[config.mk]
export PLATFORM = sky130hd
export DESIGN_NAME = muldiv_sequencer
export DESIGN_NICKNAME = d
export VERILOG_FILES = /design/src/rtl/muldiv_sequencer.sv
export SDC_FILE = /design/constraint.sdc
export NUM_CORES = 1
export LEC_CHECK = 0
export CAP_MARGIN = 10
export CORE_ASPECT_RATIO = 0.9
export CORE_MARGIN = 4
export CORE_UTILIZATION = 50
export CTS_CLUSTER_DIAMETER = 60
export DETAILED_ROUTE_END_ITERATION = 10
export PLACE_DENSITY = 0.84
export SYNTH_ARGS = -nofsm -noshare
export SYNTH_HDL_FRONTEND = slang
export SYNTH_SLANG_ARGS = --single-unit
[constraint.sdc]
create_clock -name clk -period 4.6 [get_ports clk]
set_input_delay 0.92 -clock clk [delete_from_list [all_inputs] [get_ports clk]]
set_output_delay 0.92 -clock clk [all_outputs]
set_load 0.02 [all_outputs]
[src/rtl/muldiv_sequencer.sv]
// -----------------------------------------------------------------------------
// muldiv_sequencer
//
// Moore control sequencer for one MUL/DIV instruction. It fetches the
// instruction (T0-T2, stretched by T1W while memory is not ready), stages the
// two source operands (T3-T4), waits in T5 for the multi-cycle multiplier /
// divider to finish (with a timeout into ERR), and writes LO then HI (T6-T7).
//
// Ports
//   clk        in   system clock, all state changes on the rising edge
//   reset      in   synchronous, active-high; returns to IDLE, clears op/wait
//   start      in   request one instruction; only looked at in IDLE
//   op_div     in   1 = DIV, 0 = MUL; captured with the accepted start
//   mem_ready  in   memory read data valid (looked at in T1/T1W only)
//   alu_done   in   ALU result valid (looked at in T5 only)
//   PCout .. LOin   out  datapath control strobes of the same names
//   Rx_out     out  drive first source register (IR Rb) onto the bus
//   Ry_out     out  drive second source register (IR Rc) onto the bus
//   MUL, DIV   out  ALU operation select, never both high
//   busy       out  high in every state except IDLE
//   done       out  one-cycle pulse in T7
//   error      out  one-cycle pulse in ERR (ALU timeout)
//
// All outputs are decoded from registered state only; no input reaches an
// output combinationally.
// -----------------------------------------------------------------------------
module muldiv_sequencer #(
    parameter int MAX_WAIT = 64  // T5 cycles allowed before abort, 2..255
) (
    input  logic clk,
    input  logic reset,
    input  logic start,
    input  logic op_div,
    input  logic mem_ready,
    input  logic alu_done,
    output logic PCout,
    output logic MARin,
    output logic IncPC,
    output logic Zin,
    output logic Zlowout,
    output logic Zhighout,
    output logic PCin,
    output logic Read,
    output logic MDRin,
    output logic MDRout,
    output logic IRin,
    output logic Yin,
    output logic HIin,
    output logic LOin,
    output logic Rx_out,
    output logic Ry_out,
    output logic MUL,
    output logic DIV,
    output logic busy,
    output logic done,
    output logic error
);

    typedef enum logic [3:0] {
        S_IDLE,
        S_T0,
        S_T1,
        S_T1W,
        S_T2,
        S_T3,
        S_T4,
        S_T5,
        S_T6,
        S_T7,
        S_ERR
    } state_t;

    // Last T5 cycle index before the timeout fires (wait_cnt counts from 0).
    localparam logic [7:0] WAIT_LAST = 8'(MAX_WAIT - 1);

    state_t     state_q, state_d;
    logic       op_q, op_d;
    logic [7:0] wait_cnt_q, wait_cnt_d;

    always_ff @(posedge clk) begin
        if (reset) begin
            state_q    <= S_IDLE;
            op_q       <= 1'b0;
            wait_cnt_q <= 8'd0;
        end else begin
            state_q    <= state_d;
            op_q       <= op_d;
            wait_cnt_q <= wait_cnt_d;
        end
    end

    always_comb begin
        state_d    = state_q;
        op_d       = op_q;
        wait_cnt_d = wait_cnt_q;

        PCout    = 1'b0;
        MARin    = 1'b0;
        IncPC    = 1'b0;
        Zin      = 1'b0;
        Zlowout  = 1'b0;
        Zhighout = 1'b0;
        PCin     = 1'b0;
        Read     = 1'b0;
        MDRin    = 1'b0;
        MDRout   = 1'b0;
        IRin     = 1'b0;
        Yin      = 1'b0;
        HIin     = 1'b0;
        LOin     = 1'b0;
        Rx_out   = 1'b0;
        Ry_out   = 1'b0;
        MUL      = 1'b0;
        DIV      = 1'b0;
        busy     = 1'b1;
        done     = 1'b0;
        error    = 1'b0;

        unique case (state_q)
            S_IDLE: begin
                busy = 1'b0;
                if (start) begin
                    op_d       = op_div;
                    wait_cnt_d = 8'd0;
                    state_d    = S_T0;
                end
            end
            S_T0: begin
                PCout   = 1'b1;
                MARin   = 1'b1;
                IncPC   = 1'b1;
                Zin     = 1'b1;
                state_d = S_T1;
            end
            S_T1: begin
                Zlowout = 1'b1;
                PCin    = 1'b1;
                Read    = 1'b1;
                MDRin   = 1'b1;
                state_d = mem_ready ? S_T2 : S_T1W;
            end
            S_T1W: begin
                // PC was already updated in T1; only keep the read open.
                Read  = 1'b1;
                MDRin = 1'b1;
                if (mem_ready) begin
                    state_d = S_T2;
                end
            end
            S_T2: begin
                MDRout  = 1'b1;
                IRin    = 1'b1;
                state_d = S_T3;
            end
            S_T3: begin
                Rx_out  = 1'b1;
                Yin     = 1'b1;
                state_d = S_T4;
            end
            S_T4: begin
                Ry_out     = 1'b1;
                Zin        = 1'b1;
                MUL        = ~op_q;
                DIV        = op_q;
                wait_cnt_d = 8'd0;
                state_d    = S_T5;
            end
            S_T5: begin
                // Operands and op select held stable for the whole ALU run.
                Ry_out = 1'b1;
                Zin    = 1'b1;
                MUL    = ~op_q;
                DIV    = op_q;
                // A result arriving on the timeout cycle still counts.
                if (alu_done) begin
                    state_d = S_T6;
                end else if (wait_cnt_q == WAIT_LAST) begin
                    state_d = S_ERR;
                end else if (wait_cnt_q != 8'hFF) begin
                    wait_cnt_d = wait_cnt_q + 8'd1;
                end
            end
            S_T6: begin
                Zlowout = 1'b1;
                LOin    = 1'b1;
                state_d = S_T7;
            end
            S_T7: begin
                Zhighout = 1'b1;
                HIin     = 1'b1;
                done     = 1'b1;
                state_d  = S_IDLE;
            end
            S_ERR: begin
                error   = 1'b1;
                state_d = S_IDLE;
            end
            default: begin
                state_d = S_IDLE;
            end
        endcase
    end

endmodule

==> results.py, run 1 <==
metrics = {
    "global_routing": {
        "grt_pass1_wl_mm": 4.17,
        "grtUsageTotal_pct": 20.5,
        "antenna_found_initial": 0,
        "grt_overflow": 0,
        "grt_max_degree": 17,
        "grt_pass1_vias": 906,
    },
    "synth": {
        "ys_seq_area_share_pct": 28.0,
        "postSynthAreaPerCell_sq_um": 7.56,
        "ys_ff_latch": 13,
        "yosys_most_used_dff": "dfxtp_1",
        "yosysWarnings": 0,
        "synth_nets": 130,
        "synth_cells": 123,
        "ys_async_sr_fraction_pct": 0,
        "synth_edf_count": 0,
        "synth.distinct_cells": 39,
        "syn_area_sq_um": 930,
    },
    "cts": {
        "cts_setup_buffers": 0,
        "clk_path_buf_depth": 2,
        "cts_tree": "yes",
        "cts_root_buffer": "clkbuf_4",
        "ctsResizeCount": 0,
        "htree_levels": 1,
        "cts.clk_slew.worst_paths_ns": 0.09,
        "clock-sinks": 13,
        "cts_hold_buf": 0,
        "cts-buffers-inserted": 3,
        "clk_latency_ns": 0.28,
    },
    "layout": {
        "syn2layout_area_growth_pct": 25.6,
        "drive_gt1_share_pct": 5.71,
        "fin_area_sq_um": 1170,
        "n_antenna_cell": 0,
        "final_nets": 148,
    },
    "worst_setup_path": {
        "timing.critical_path.to_type": "output port",
        "startpoint_type": "flop",
        "cp_max_fo": 15,
        "path_class": "reg2out",
        "worstPathArrival_ns": 2.11,
        "cp_data_required_time_ns": 3.68,
    },
    "pwr": {
        "power_frac_comb_pct": 53.9,
        "clkPwrFrac_pct": 14.8,
        "seq_power_share_pct": 31.3,
        "switching_share_pct": 43.1,
        "vdd_ir_drop_max_uv": 345,
        "internal_power_mw": 0.286,
        "finalPower_mw": 0.503,
        "power_leakage_nw": 0.452,
        "powerDensity_nw_per_um2": 431,
        "net-switching-power_mw": 0.217,
    },
    "die": {
        "initial_core_util_pct": 54.2,
        "die_width_um": 53.5,
        "coreArea_sq_um": 1720,
        "ioPinCount": 27,
        "rows": 14,
        "die_h_um": 48.9,
        "die_area_sq_um": 2610,
    },
    "routing": {
        "wl_per_cell_um": 14.8,
        "drc": 0,
        "ant_nets": 0,
        "via_count": 961,
        "drt-total-wl_mm": 2.43,
        "dr.pass1.iters": 4,
        "avgViaCountPerCell": 5.86,
        "drtIter0Drc": 26,
    },
    "sta": {
        "fmax_mhz": 330,
        "rsz0062_at_grt": "false",
        "hold_viol": 0,
        "worstMarginPinSlew_ns": 0.483,
        "min_period_over_period_pct": 65.8,
        "setup_viol": 0,
        "whs_ns": 0.491,
        "layout_min_cycle_time_ns": 3.03,
        "finalMaxSlewViolations": 0,
        "fin_skew_ns": 0.000571,
        "timing.setup.tns_ns": 0,
        "relSlewSlack_pct": 67.7,
    },
    "run_status": {
        "outcome": "finished, final reports clean",
    },
    "place": {
        "placed_area_sq_um": 1140,
        "portBuffers": 26,
        "gp_congestion": 0.868,
        "place_hpwl_mm": 1.82,
    },
    "worst_hold_path": {
        "min_path_type": "reg2reg",
    },
    "flow_run": {
        "max_cap_violations": 0,
    },
}
-- power by group through the flow --
stage | logic, mW | clock network [mW] | registers [mW]
after CTS | 0.271 | 0.0761 | 0.156
after floorplan | 0.206 | 0 | 0.135
after global routing | 0.287 | 0.0846 | 0.161
after detailed placement | 0.270 | 0 | 0.159
final | 0.271 | 0.0746 | 0.157
after global placement | 0.266 | 0 | 0.155
-- registers in the layout, summed over array words and instances (netlist names) --
name and flops:
wait_cnt_q 8, state_q 4, op_q 1
-- worst paths after layout --
path | end | depth (start not counted) | slack (ns) | from
hold / removal | wait_cnt_q[1] | 2 | 0.49 | wait_cnt_q[1]
setup / recovery | Zlowout | 5 | 1.57 | state_q[2]
setup reg to reg | state_q[0] | 4 | 2.66 | state_q[2]
hold reg to reg | wait_cnt_q[1] | 2 | 0.49 | wait_cnt_q[1]
-- stage by stage --
stage	worst slack [ns]	cells	util (%)
floorplan	2.06	123	-
global placement	1.97	160	66.4
detailed placement	1.93	160	66.4
CTS	1.60	164	68.0
global route	1.40	164	68.0
finish	1.57	164	68.0
-- synthesized netlist by cell type, types with 3 or more instances --
master    instances  area share (%)
o21ai_0           3             1.6
buf_4             8             6.5
nor3_1            7             3.8
nand2_1          14             5.7
dfxtp_1          13              28
nor2_1           12             4.8
and3_1            3             2.0
a21oi_1           7             3.8
clkbuf_1          4             1.6
nand3_1           3             1.6
mux2i_1           4             4.3
inv_1             5             2.0
nand2b_1          5             3.4
a211oi_1          4             3.2
-- area by class of cell --
class                      count  area, sq um
clock buffer                   3         22.5
clock inverter                 1         5.00
fill                         165          549
inverter                       5         18.8
multi-input combinational     92          571
sequential                    13          260
tap                           24         30.0
timing repair buffer          26          260
-- logic make-up after synthesis --
group / after synthesis / share of synthesized area (%)
buffers and inverters: 18 / 10.6
adder cells (fa/ha/maj): 1 / 1.35
flip-flops: 13 / 28.0
AND/OR/NAND/NOR: 55 / 30.8
multiplexers: 4 / 4.31
AO/OA/AOI/OAI: 31 / 24.0
XOR/XNOR: 1 / 0.942
-- routing by layer --
layer / vias to the layer above / GRT usage (%) / part of all wire (%) / wire [um]
li1: 472 / - / - / -
met1: 445 / 27.4 / 41 / 997
met4: 0 / 2.55 / 0 / 0
met3: 0 / 6.42 / 8.3 / 201
met2: 44 / 32.7 / 51 / 1230
met5: - / 0 / 0 / 0
-- layout by cell type (no fill, tap or decap), types with 4 or more instances in the layout --
cell / synthesis / final
a211oi_1: 4 / 4
mux2i_1: 4 / 4
a21oi_1: 7 / 7
dfxtp_1: 13 / 13
nand2b_1: 5 / 5
nor2_1: 12 / 12
nor3_1: 7 / 7
clkdlybuf4s50_1: 0 / 26
inv_1: 5 / 5
nand2_1: 14 / 14
-- critical path, stage by stage, from the launching register on --
cell and delay, ns:
dfxtp_1 0.63, nor3_1 0.18, nand2_1 0.13, inv_1 0.05
or2_2 0.29, clkdlybuf4s50_1 0.55
Power figures use the tool's default switching activity.
==> run 2: changes to the inputs <==
--- a/config.mk
+++ b/config.mk
@@ -8,10 +8,10 @@
 export CAP_MARGIN = 10
 export CORE_ASPECT_RATIO = 0.9
 export CORE_MARGIN = 4
-export CORE_UTILIZATION = 50
+export CORE_UTILIZATION = 42
 export CTS_CLUSTER_DIAMETER = 60
 export DETAILED_ROUTE_END_ITERATION = 10
-export PLACE_DENSITY = 0.84
+export PLACE_DENSITY = 0.75
 export SYNTH_ARGS = -nofsm -noshare
 export SYNTH_HDL_FRONTEND = slang
 export SYNTH_SLANG_ARGS = --single-unit
==> constraint.sdc (replaced) <==
create_clock -name clk -period 2.4 [get_ports clk]
set_input_delay 0.48 -clock clk [delete_from_list [all_inputs] [get_ports clk]]
set_output_delay 0.48 -clock clk [all_outputs]
set_load 0.02 [all_outputs]
==> run 2 against run 1 <==
Against the previous run: cell area increased by 4.5%; combinational power increased by 110%; largest cell class unchanged; sequential share of layout area decreased by 0.45 points; total power increased by 96%; sequential cell count unchanged; first-iteration DRC count increased by 15%; clock skew about the same.
==> results.py, run 2 (synthesis gave the netlist of run 1 again) <==
metrics = {
    "routing": {
        "dr.pass1.iters": 4,
        "drc": 0,
        "wl_per_cell_um": 13.1,
        "met2_wirelength_mm": 1.02,
        "drtIter0Drc": 30,
        "avgViaCountPerCell": 5.54,
        "dr.max_layer_used": "met4",
        "met1_length_mm": 1.05,
        "dr_wl_met3_um": 134,
        "via_count": 936,
        "drt-total-wl_mm": 2.21,
        "ant_nets": 0,
    },
    "sta": {
        "relSlewSlack_pct": 76.9,
        "setup_viol": 0,
        "fin_skew_ns": 0.000676,
        "min_period_over_period_pct": 95.1,
        "fmax_mhz": 438,
        "hold_viol": 0,
        "finalMaxSlewViolations": 0,
        "rsz0062_at_grt": "false",
        "worstMarginPinSlew_ns": 0.345,
        "timing.setup.tns_ns": 0,
        "layout_min_cycle_time_ns": 2.28,
    },
    "worst_setup_path": {
        "r2r_slack_ns": 0.71,
        "crit_path_max_incr_delay_ns": 0.60,
        "crit_buf_inv": 1,
        "slowest_stage": "clkdlybuf4s50_1",
        "reg2reg_from": "state_q[1]",
        "startpoint_type": "flop",
        "timing.critical_path.to_type": "output port",
        "cp_data_required_time_ns": 1.92,
        "cp_max_fo": 7,
        "path_class": "reg2out",
        "cpMostUsedCell": "nand2b_1",
        "rr_worst_depth": 5,
        "worstPathArrival_ns": 1.80,
        "crit_family": "buffers and inverters",
        "r2r-end": "state_q[1]",
        "cp_cell_sequence": "nand2b_1 -> nor3_2 -> nand2b_1 -> clkdlybuf4s50_1",
    },
    "cts": {
        "clk_latency_ns": 0.28,
        "clock-sinks": 13,
        "cts-buffers-inserted": 3,
        "htree_levels": 1,
        "clk_path_buf_depth": 2,
        "cts_root_buffer": "clkbuf_4",
        "cts_tree": "yes",
        "cts.clk_slew.worst_paths_ns": 0.09,
        "cts_setup_buffers": 0,
    },
    "global_routing": {
        "grtUsageTotal_pct": 15.8,
        "grt_overflow": 0,
        "grt_max_degree": 16,
        "antenna_found_initial": 0,
        "grt_pass1_vias": 801,
        "grt_pass1_wl_mm": 3.75,
    },
    "die": {
        "ioPinCount": 27,
        "coreArea_sq_um": 2010,
        "initial_core_util_pct": 46.3,
        "die_width_um": 57.6,
        "die_area_sq_um": 3030,
        "die_h_um": 52.6,
        "rows": 15,
    },
    "layout": {
        "top_regs": "wait_cnt_q x8, state_q x4, op_q x1",
        "drive_gt1_share_pct": 11.8,
        "syn2layout_area_growth_pct": 31.2,
        "largest_reg_flops": 8,
        "num-fill-cells": 169,
        "layout_common_cells": "24 x clkdlybuf4s50_1, 14 x nand2_1, 12 x nor2_1",
        "stdcell_count": 169,
        "largest-register": "wait_cnt_q",
        "mostFrequentLayoutCell": "clkdlybuf4s50_1",
        "n_antenna_cell": 0,
        "final_nets": 152,
    },
    "pwr": {
        "power_frac_comb_pct": 57.8,
        "powerDensity_nw_per_um2": 810,
        "clkPwrFrac_pct": 14.1,
        "seq_power_share_pct": 28.1,
        "vdd_ir_drop_max_uv": 488,
        "power_leakage_nw": 0.514,
        "internal_power_mw": 0.575,
        "switching_share_pct": 41.8,
        "net-switching-power_mw": 0.413,
    },
    "worst_hold_path": {
        "min-delay-start": "wait_cnt_q[1]",
        "min_path_type": "reg2reg",
        "worstHoldPathCells": 2,
        "hold_end": "wait_cnt_q[1]",
    },
    "place": {
        "gp_congestion": 0.874,
        "dp.cells": 165,
        "portBuffers": 26,
        "place_hpwl_mm": 1.75,
    },
    "run_status": {
        "outcome": "finished, final reports clean",
    },
    "flow_run": {
        "max_cap_violations": 0,
    },
}
## run 2: metal layers
layer | vias to the layer above | GRT usage (%)
met4 | 0 | 2.70
met1 | 426 | 21.9
met3 | 2 | 5.17
li1 | 483 | -
met5 | - | 0
met2 | 25 | 23.7
## run 2: repair_timing
action,in CTS,in global routing
hold buffers,0,0
resized for setup,2,6
setup endpoints to repair,2,7
## run 2: worst max-delay path by stage
stage | from | endpoint | slack [ns] | cells after the start
after floorplan | state_q[1] | Zin | 0.30 | 4
after global placement | state_q[2] | Zlowout | 0.26 | 5
after detailed placement | state_q[2] | Zlowout | 0.21 | 5
after CTS | state_q[2] | Zlowout | 0.04 | 5
after global routing | state_q[1] | Zin | 0.02 | 4
final | state_q[1] | Zin | 0.12 | 4
## run 2: cell type report
| cell class | instances | area (sq um) | area share, % |
|---|---|---|---|
| multi-input combinational | 92 | 581 | 47.6 |
| timing repair buffer | 30 | 295 | 24.2 |
| sequential | 13 | 267 | 21.8 |
| tap | 25 | 31.3 | 2.56 |
| clock buffer | 3 | 22.5 | 1.85 |
| inverter | 5 | 18.8 | 1.54 |
| clock inverter | 1 | 5.00 | 0.410 |
## run 2: metrics by stage
step	hold slack (ns)	utilization [%]	cell area (sq um)	worst slack [ns]	power, mW
after global routing	0.523	60.7	1220	0.0222	1.06
after floorplan	0.452	-	930	0.300	0.653
after CTS	0.496	60.0	1200	0.0374	0.982
after global placement	0.465	58.3	1170	0.258	0.837
after detailed placement	0.482	58.3	1170	0.205	0.840
final	0.486	60.7	1220	0.118	0.988
## run 2: power by group through the flow
stage,Clock [mW],Combinational (mW),Sequential (mW)
5_1_grt,0.156,0.616,0.283
3_5_place_dp,0,0.565,0.275
6_report,0.139,0.571,0.278
3_3_place_gp,0,0.564,0.273
2_1_floorplan,0,0.394,0.259
4_1_cts,0.142,0.570,0.271
## run 2: tightest hold or removal path, delay by kind of cell, from the launching register on
family / cells / cell delay (ns)
mux: 1 / 0.05
flops: 1 / 0.33
simple gates: 1 / 0.06
